==> config.mk <==
export PLATFORM = sky130hd
export DESIGN_NAME = operand_fetch
export DESIGN_NICKNAME = d
export VERILOG_FILES = /design/src/rtl/operand_fetch.sv
export SDC_FILE = /design/constraint.sdc
export NUM_CORES = 1
export LEC_CHECK = 0
export ABC_AREA = 1
export CAP_MARGIN = 0
export CORE_UTILIZATION = 25
export DETAILED_ROUTE_END_ITERATION = 12
export GPL_TIMING_DRIVEN = 0
export PLACE_DENSITY_LB_ADDON = 0.25
export SLEW_MARGIN = 0
export SYNTH_ARGS = -nofsm -noshare
export SYNTH_HDL_FRONTEND = slang
export SYNTH_SLANG_ARGS = --single-unit
==> constraint.sdc <==
create_clock -name clk -period 7.9 [get_ports clk]
set_clock_uncertainty 0.05 [all_clocks]
set_input_delay 1.58 -clock clk [delete_from_list [all_inputs] [get_ports clk]]
set_output_delay 1.58 -clock clk [all_outputs]
set_load 0.005 [all_outputs]
==> src/rtl/operand_fetch.sv <==
// ---------------------------------------------------------------------------
// operand_fetch
//
// Decode-to-execute operand stage. Each accepted instruction drives its
// source indices onto the register-file read port, waits one cycle for the
// synchronous read data, and then presents the operands to execute through
// a valid/ready handshake.
//
// A 32-entry busy scoreboard records destinations that have been issued but
// not yet written back. Decode is stalled on RAW hazards (a used source is
// busy) and on WAW hazards (the destination is already busy). A writeback
// that lands on the same edge as an accept is forwarded through a per-source
// bypass register. The register file returns the old value in that case.
//
// Ports
//   clk, rst_n                    clock, asynchronous active-low reset
//   in_valid / in_ready           decode handshake
//   in_rs1, in_rs2                source register indices
//   in_use_rs1, in_use_rs2        the corresponding source is actually read
//   in_rd, in_rd_wr               destination index and write enable
//   in_pc, in_ctrl                PC and opaque decoded control
//   rf_rs1, rf_rs2                register-file read addresses
//   rf_rs1_d, rf_rs2_d            register-file read data, one cycle later
//   wb_wr, wb_rd, wb_d            writeback port, shared with the file
//   out_valid / out_ready         execute handshake
//   out_rs1_d, out_rs2_d          operand values
//   out_rd, out_rd_wr             registered destination fields
//   out_pc, out_ctrl              registered PC and control
// ---------------------------------------------------------------------------
module operand_fetch #(
  parameter int unsigned CTRL_W = 32
) (
  input  logic              clk,
  input  logic              rst_n,

  input  logic              in_valid,
  output logic              in_ready,
  input  logic [4:0]        in_rs1,
  input  logic [4:0]        in_rs2,
  input  logic              in_use_rs1,
  input  logic              in_use_rs2,
  input  logic [4:0]        in_rd,
  input  logic              in_rd_wr,
  input  logic [31:0]       in_pc,
  input  logic [CTRL_W-1:0] in_ctrl,

  output logic [4:0]        rf_rs1,
  output logic [4:0]        rf_rs2,
  input  logic [31:0]       rf_rs1_d,
  input  logic [31:0]       rf_rs2_d,

  input  logic              wb_wr,
  input  logic [4:0]        wb_rd,
  input  logic [31:0]       wb_d,

  output logic              out_valid,
  input  logic              out_ready,
  output logic [31:0]       out_rs1_d,
  output logic [31:0]       out_rs2_d,
  output logic [4:0]        out_rd,
  output logic              out_rd_wr,
  output logic [31:0]       out_pc,
  output logic [CTRL_W-1:0] out_ctrl
);

  typedef enum logic [1:0] {
    IDLE = 2'd0,  // no instruction held
    READ = 2'd1,  // register file is returning data this cycle
    HOLD = 2'd2   // operands valid towards execute
  } state_e;

  state_e state_q, state_d;

  // Scoreboard of destinations issued but not yet written back.
  logic [31:0] busy_q, busy_d;
  logic [31:0] wb_clr;
  logic [31:0] busy_eff;
  logic [31:0] busy_set;

  logic hazard;
  logic accept;

  // Instruction fields latched on accept.
  logic [4:0]        rs1_q, rs2_q;
  logic [4:0]        rd_q;
  logic              rd_wr_q;
  logic [31:0]       pc_q;
  logic [CTRL_W-1:0] ctrl_q;

  // Same-edge writeback forwarding, one flagged register per source.
  logic        byp1_q, byp2_q;
  logic [31:0] byp1_val_q, byp2_val_q;

  // Operand registers and their next values.
  logic [31:0] op1_q, op2_q;
  logic [31:0] op1_d, op2_d;

  // -------------------------------------------------------------------------
  // Scoreboard and hazard detection
  // -------------------------------------------------------------------------
  // A writeback in the current cycle already resolves its register, so the
  // hazard check looks at the scoreboard with that clear applied.
  // NOTE: every signal written in an always_comb gets a default first; a path
  // that leaves one unassigned would infer a latch.
  always_comb begin
    wb_clr = '0;
    if (wb_wr && (wb_rd != 5'd0)) begin
      wb_clr[wb_rd] = 1'b1;
    end
  end

  assign busy_eff = busy_q & ~wb_clr;

  assign hazard = (in_use_rs1 && busy_eff[in_rs1]) ||
                  (in_use_rs2 && busy_eff[in_rs2]) ||
                  (in_rd_wr   && busy_eff[in_rd]);

  assign in_ready = ((state_q == IDLE) || ((state_q == HOLD) && out_ready)) && !hazard;
  assign accept   = in_valid && in_ready;

  always_comb begin
    busy_set = '0;
    if (accept && in_rd_wr && (in_rd != 5'd0)) begin
      busy_set[in_rd] = 1'b1;
    end
  end

  // The set is ORed in after the clear, so a set wins over a clear on the
  // same index. Entry 0 is forced low: x0 is never pending.
  assign busy_d = ((busy_q & ~wb_clr) | busy_set) & 32'hFFFF_FFFE;

  // -------------------------------------------------------------------------
  // Register-file addressing
  // -------------------------------------------------------------------------
  // The file samples its address on the accept edge, so the new indices go
  // out combinationally; otherwise the latched indices keep the port stable.
  assign rf_rs1 = accept ? in_rs1 : rs1_q;
  assign rf_rs2 = accept ? in_rs2 : rs2_q;

  // -------------------------------------------------------------------------
  // Operand selection in READ
  // -------------------------------------------------------------------------
  always_comb begin
    op1_d = rf_rs1_d;
    op2_d = rf_rs2_d;
    if (byp1_q) begin
      op1_d = byp1_val_q;
    end
    if (byp2_q) begin
      op2_d = byp2_val_q;
    end
    if (rs1_q == 5'd0) begin
      op1_d = '0;
    end
    if (rs2_q == 5'd0) begin
      op2_d = '0;
    end
  end

  // -------------------------------------------------------------------------
  // Control FSM
  // -------------------------------------------------------------------------
  always_comb begin
    state_d = state_q;
    unique case (state_q)
      IDLE: begin
        if (accept) begin
          state_d = READ;
        end
      end
      READ: begin
        state_d = HOLD;
      end
      HOLD: begin
        if (out_ready && accept) begin
          state_d = READ;
        end else if (out_ready) begin
          state_d = IDLE;
        end
      end
      default: begin
        state_d = IDLE;
      end
    endcase
  end

  // NOTE: sequential state uses non-blocking assignments so every register
  // samples the pre-edge values regardless of statement order.
  always_ff @(posedge clk or negedge rst_n) begin
    if (!rst_n) begin
      state_q <= IDLE;
      busy_q  <= '0;
    end else begin
      state_q <= state_d;
      busy_q  <= busy_d;
    end
  end

  // Instruction fields and bypass registers load on accept only. A held
  // instruction therefore keeps its out_* fields stable while execute stalls.
  // NOTE: the datapath registers are reset too, because they drive module
  // outputs directly and must read as zero after reset.
  always_ff @(posedge clk or negedge rst_n) begin
    if (!rst_n) begin
      rs1_q      <= '0;
      rs2_q      <= '0;
      rd_q       <= '0;
      rd_wr_q    <= 1'b0;
      pc_q       <= '0;
      ctrl_q     <= '0;
      byp1_q     <= 1'b0;
      byp2_q     <= 1'b0;
      byp1_val_q <= '0;
      byp2_val_q <= '0;
    end else if (accept) begin
      rs1_q      <= in_rs1;
      rs2_q      <= in_rs2;
      rd_q       <= in_rd;
      rd_wr_q    <= in_rd_wr;
      pc_q       <= in_pc;
      ctrl_q     <= in_ctrl;
      // The file returns the pre-write value when a writeback and a read of
      // the same register share an edge, so the new value is kept here.
      byp1_q     <= wb_wr && (wb_rd != 5'd0) && (wb_rd == in_rs1);
      byp2_q     <= wb_wr && (wb_rd != 5'd0) && (wb_rd == in_rs2);
      byp1_val_q <= wb_d;
      byp2_val_q <= wb_d;
    end
  end

  // Operands are captured once, in READ. No bypass is needed in HOLD: a held
  // source can never be written because it would have stalled as a RAW.
  always_ff @(posedge clk or negedge rst_n) begin
    if (!rst_n) begin
      op1_q <= '0;
      op2_q <= '0;
    end else if (state_q == READ) begin
      op1_q <= op1_d;
      op2_q <= op2_d;
    end
  end

  // -------------------------------------------------------------------------
  // Outputs
  // -------------------------------------------------------------------------
  assign out_valid = (state_q == HOLD);
  assign out_rs1_d = op1_q;
  assign out_rs2_d = op2_q;
  assign out_rd    = rd_q;
  assign out_rd_wr = rd_wr_q;
  assign out_pc    = pc_q;
  assign out_ctrl  = ctrl_q;

endmodule

==> run_results.csv <==
group,metric,value,unit
run_status,status,"complete, no violations",
detailed_routing,drc_errors,0,
sta,final-setup-viol-count,0,
finish,areaGrowthSynthToFinish,47.3,%
grt,grt_util_all_layers,19.6,%
logic_synthesis,yosys.area.top_type_share,51.4,%
grt,first_global_vias,10500,
clocking,clkLatencyLatePin,0.55,ns
place,i_o_buffers,327,
finish,num_antenna_cells,0,
pwr,power_density,295,nW/um^2
logic_synthesis,synth_cells,1331,
place,place_ws,0.340,ns
grt,grt_first_pass_wirelength,63100,um
hold_path,hold_class,"reg2reg",
logic_synthesis,synth_area_leader_cell,"sky130_fd_sc_hd__dfrtp_1",
pwr,ir_worst_vdd,161,uV
die,initial_utilization,25.6,%
worst_setup_path,reg2reg_from,"busy_q[3]",
die,chipHeight,205,um
sta,worst_pin_slew,0.890,ns
sta,final_critical_path_setup_slack,0.368,ns
sta,final-max-slew-violation-count,0,
detailed_routing,wire_per_inst,18.6,um
sta,max_fclk,0.133,GHz
worst_setup_path,critPathLaunch,"in_rs1[1]",
pwr,total_leakage_power,0.00709,uW
die,ioPinCount,334,
finish,stdcell_area,15100,sq um
place,placed_cell_area,14200,sq um
worst_setup_path,cp_max_fo,10,
sta,post-route-period-util,95.3,%
clocking,cts-root-to-sink-buffers,3,
clocking,htree_levels,1,
detailed_routing,vias_per_cell,4.74,
logic_synthesis,synth_mux_area_share,0,%
detailed_routing,dr.pass1.iters,5,
worst_setup_path,critical_path.max_stage_delay,0.65,ns
finish,layout.core_utilization,37.7,%
logic_synthesis,synth.yosys.seq_area_share,51.4,%
finish,drive_above_1_share,5.21,%
detailed_routing,vias,10600,
logic_synthesis,synth_top_family_by_area,"simple AND/OR/NAND/NOR gates",
clocking,tritoncts_num_sinks,211,
logic_synthesis,ys_warn_count,0,
job,max_capacitance_violation_total,0,
die,row_count,73,
clocking,post_cts_hold_fix_bufs,0,
hold_path,hold_path_startpoint,"out_ctrl[19]",
logic_synthesis,synth_fp_nets,1519,
detailed_routing,iteration_0_drc_count_of_the_detailed_router,664,
worst_setup_path,cpMaxStageDelayCell,"sky130_fd_sc_hd__clkinv_1",
detailed_routing,drt-total-wl,41600,um
sta,rsz0062_at_grt,"false",
logic_synthesis,synth_fa_ha_area_share,0,%
worst_setup_path,setup.worst_path.class,"in2out",
worst_setup_path,critPathLaunchType,"input pin",
worst_setup_path,crit_path_frequent_cell,"sky130_fd_sc_hd__nand3_1",
sta,min_period,7.53,ns
die,floorplan.die_area,41900,sq um
logic_synthesis,post_synth_and_or_nand_nor_area_fraction,30.6,%
worst_setup_path,crit_path_end_kind,"primary output",
die,fp.dieW,205,um
sta,report.final.hold_viol_count,0,
worst_setup_path,regToRegSetupSlack,5.14,ns
worst_setup_path,worst-endpoint-required,6.27,ns
logic_synthesis,synth_area,10300,sq um
detailed_routing,detail-route-antenna-nets,0,
worst_setup_path,critical-path-top-delay-family,"buffers and inverters",
worst_setup_path,worst-path-buf-inv,6,
logic_synthesis,netlist_top_cells_area,"sky130_fd_sc_hd__dfrtp_1 51%, sky130_fd_sc_hd__nand2_1 20%, sky130_fd_sc_hd__nand3_1 5.8%",
clocking,cts_repair_resize_count,0,
grt,globalRoute.totalOverflow,0,
finish,design.final.nets,1875,
grt,grt_max_degree,111,
sta,slew_headroom,40.7,%
logic_synthesis,synthDistinctLibCells,29,
logic_synthesis,synth_compound_area_share,11.2,%
logic_synthesis,syn_avg_cell_area,7.72,sq um
grt,grt_antenna_before_repair,1,
place,gpl.final_weighted_congestion,0.885,
clocking,post_cts.repair.setup_buffers,0,
clocking,cts_inserted_buffers,26,
worst_setup_path,critical_path.cell_chain,"clkdlybuf4s50_1, clkbuf_1, clkinv_1, nand3_1, nand3_1, nand3_1, nand3_1, nand3_1, nand3_2, nor2_4, inv_2, clkbuf_1, o21ai_0, clkdlybuf4s50_1",
die,floorplan.core_area,40100,sq um
place,place.detailed.hpwl,30900,um
clocking,clk_pin_slew,0.06,ns
logic_synthesis,postSynthRegisterBits,211,
clocking,tritoncts,"done",
clocking,cts-root-buf,"sky130_fd_sc_hd__clkbuf_16",
logic_synthesis,synthXorXnorAreaFrac,0.426,%
worst_setup_path,cp_data_arrival_time,5.90,ns
-- report_power, final --
part	internal (uW)	leakage, uW	switching (uW)	total, uW
clock network	744	0.000440	496	1240
registers	1470	0.00266	204	1670
logic	825	0.00398	722	1550
-- cell usage after synthesis, drive strengths merged --
master / count
xor2: 2
o31ai: 1
clkbuf: 46
clkinv: 3
nor3: 3
o21bai: 1
xnor2: 3
nand3b: 1
a21oi: 70
nand2: 545
o21ai: 54
a21boi: 4
o211ai: 64
nand4: 34
nor2: 57
buf: 33
nor4: 1
inv: 78
nand3: 120
dfrtp: 211
-- layout make-up --
| type | count | area (sq um) |
|---|---|---|
| sequential | 211 | 5280 |
| clock buffer | 37 | 772 |
| buffer | 79 | 354 |
| tap | 525 | 657 |
| fill | 4123 | 25000 |
| timing repair buffer | 328 | 3310 |
| multi-input combinational | 960 | 4340 |
| inverter | 81 | 304 |
| clock inverter | 11 | 121 |
-- logic make-up (layout without fill, tap and decap cells) --
kind of cell,Yosys count,count (layout)
and+or+nand+nor,761,761
buffers and inverters,160,536
xor gates and xnor gates,5,5
DFF,211,211
AOI/OAI and AO/OA,194,194
-- metrics by stage --
step,TNS (ns),instances,power (uW),hold WS [ns]
floorplan,0,1331,2220,0.415
CTS,0,2232,4520,0.423
finish,0,2232,4460,0.421
global placement,-935.78,2183,3240,0.404
global route,0,2232,4750,0.450
detailed placement,0,2184,3250,0.408
-- tightest hold or removal path, delay by kind of cell, from the launching register on --
kind,cells,cell delay (ns)
and+or+nand+nor,2,0.10
DFF,1,0.34
-- worst paths after layout --
| kind | to | cells after the start |
|---|---|---|
| setup / recovery | rf_rs1[1] | 14 |
| hold / removal | out_ctrl[19] | 2 |
| setup reg to reg | rs1_q[1] | 15 |
| hold reg to reg | out_ctrl[19] | 2 |
| max in group asynchronous | out_ctrl[0] | 2 |
| min in group asynchronous | out_rs1_d[9] | 1 |
-- cell usage in the layout (no fill, tap or decap), types with 3 or more instances in the layout --
cell / instances
sky130_fd_sc_hd__inv_2: 8
sky130_fd_sc_hd__clkbuf_1: 48
sky130_fd_sc_hd__a21oi_1: 70
sky130_fd_sc_hd__xnor2_1: 3
sky130_fd_sc_hd__buf_1: 9
sky130_fd_sc_hd__clkbuf_8: 8
sky130_fd_sc_hd__nor3_1: 3
sky130_fd_sc_hd__nor2_2: 4
sky130_fd_sc_hd__nor2_4: 4
sky130_fd_sc_hd__o211ai_1: 64
sky130_fd_sc_hd__clkbuf_16: 26
sky130_fd_sc_hd__nor2_1: 49
sky130_fd_sc_hd__clkinv_1: 3
sky130_fd_sc_hd__buf_2: 15
sky130_fd_sc_hd__nand3_1: 119
sky130_fd_sc_hd__a21boi_0: 4
sky130_fd_sc_hd__clkdlybuf4s50_1: 326
sky130_fd_sc_hd__nand2_1: 545
sky130_fd_sc_hd__clkinv_2: 6
sky130_fd_sc_hd__dfrtp_1: 211
sky130_fd_sc_hd__inv_1: 70
sky130_fd_sc_hd__o21ai_1: 5
sky130_fd_sc_hd__buf_4: 8
sky130_fd_sc_hd__o21ai_0: 49
sky130_fd_sc_hd__nand4_1: 34
-- per-layer routing --
metal / global-route usage (%) / up-vias / part of all wire (%)
met1: 25.2 / 4946 / 42
met3: 4.26 / 86 / 8.9
met5: 0 / - / 0.019
met2: 31.9 / 476 / 46
li1: - / 5076 / -
met4: 7.20 / 2 / 3.2
-- state kept, by name (all words and copies together), names as in the netlist --
name	cells
busy_q	31
byp1_q	1
byp1_val_q	32
byp2_q	1
out_ctrl	32
out_pc	32
out_rd	5
out_rd_wr	1
out_rs1_d	32
out_rs2_d	32
rs1_q	5
rs2_q	5
state_q	2
(Power assumes the default switching activity.)
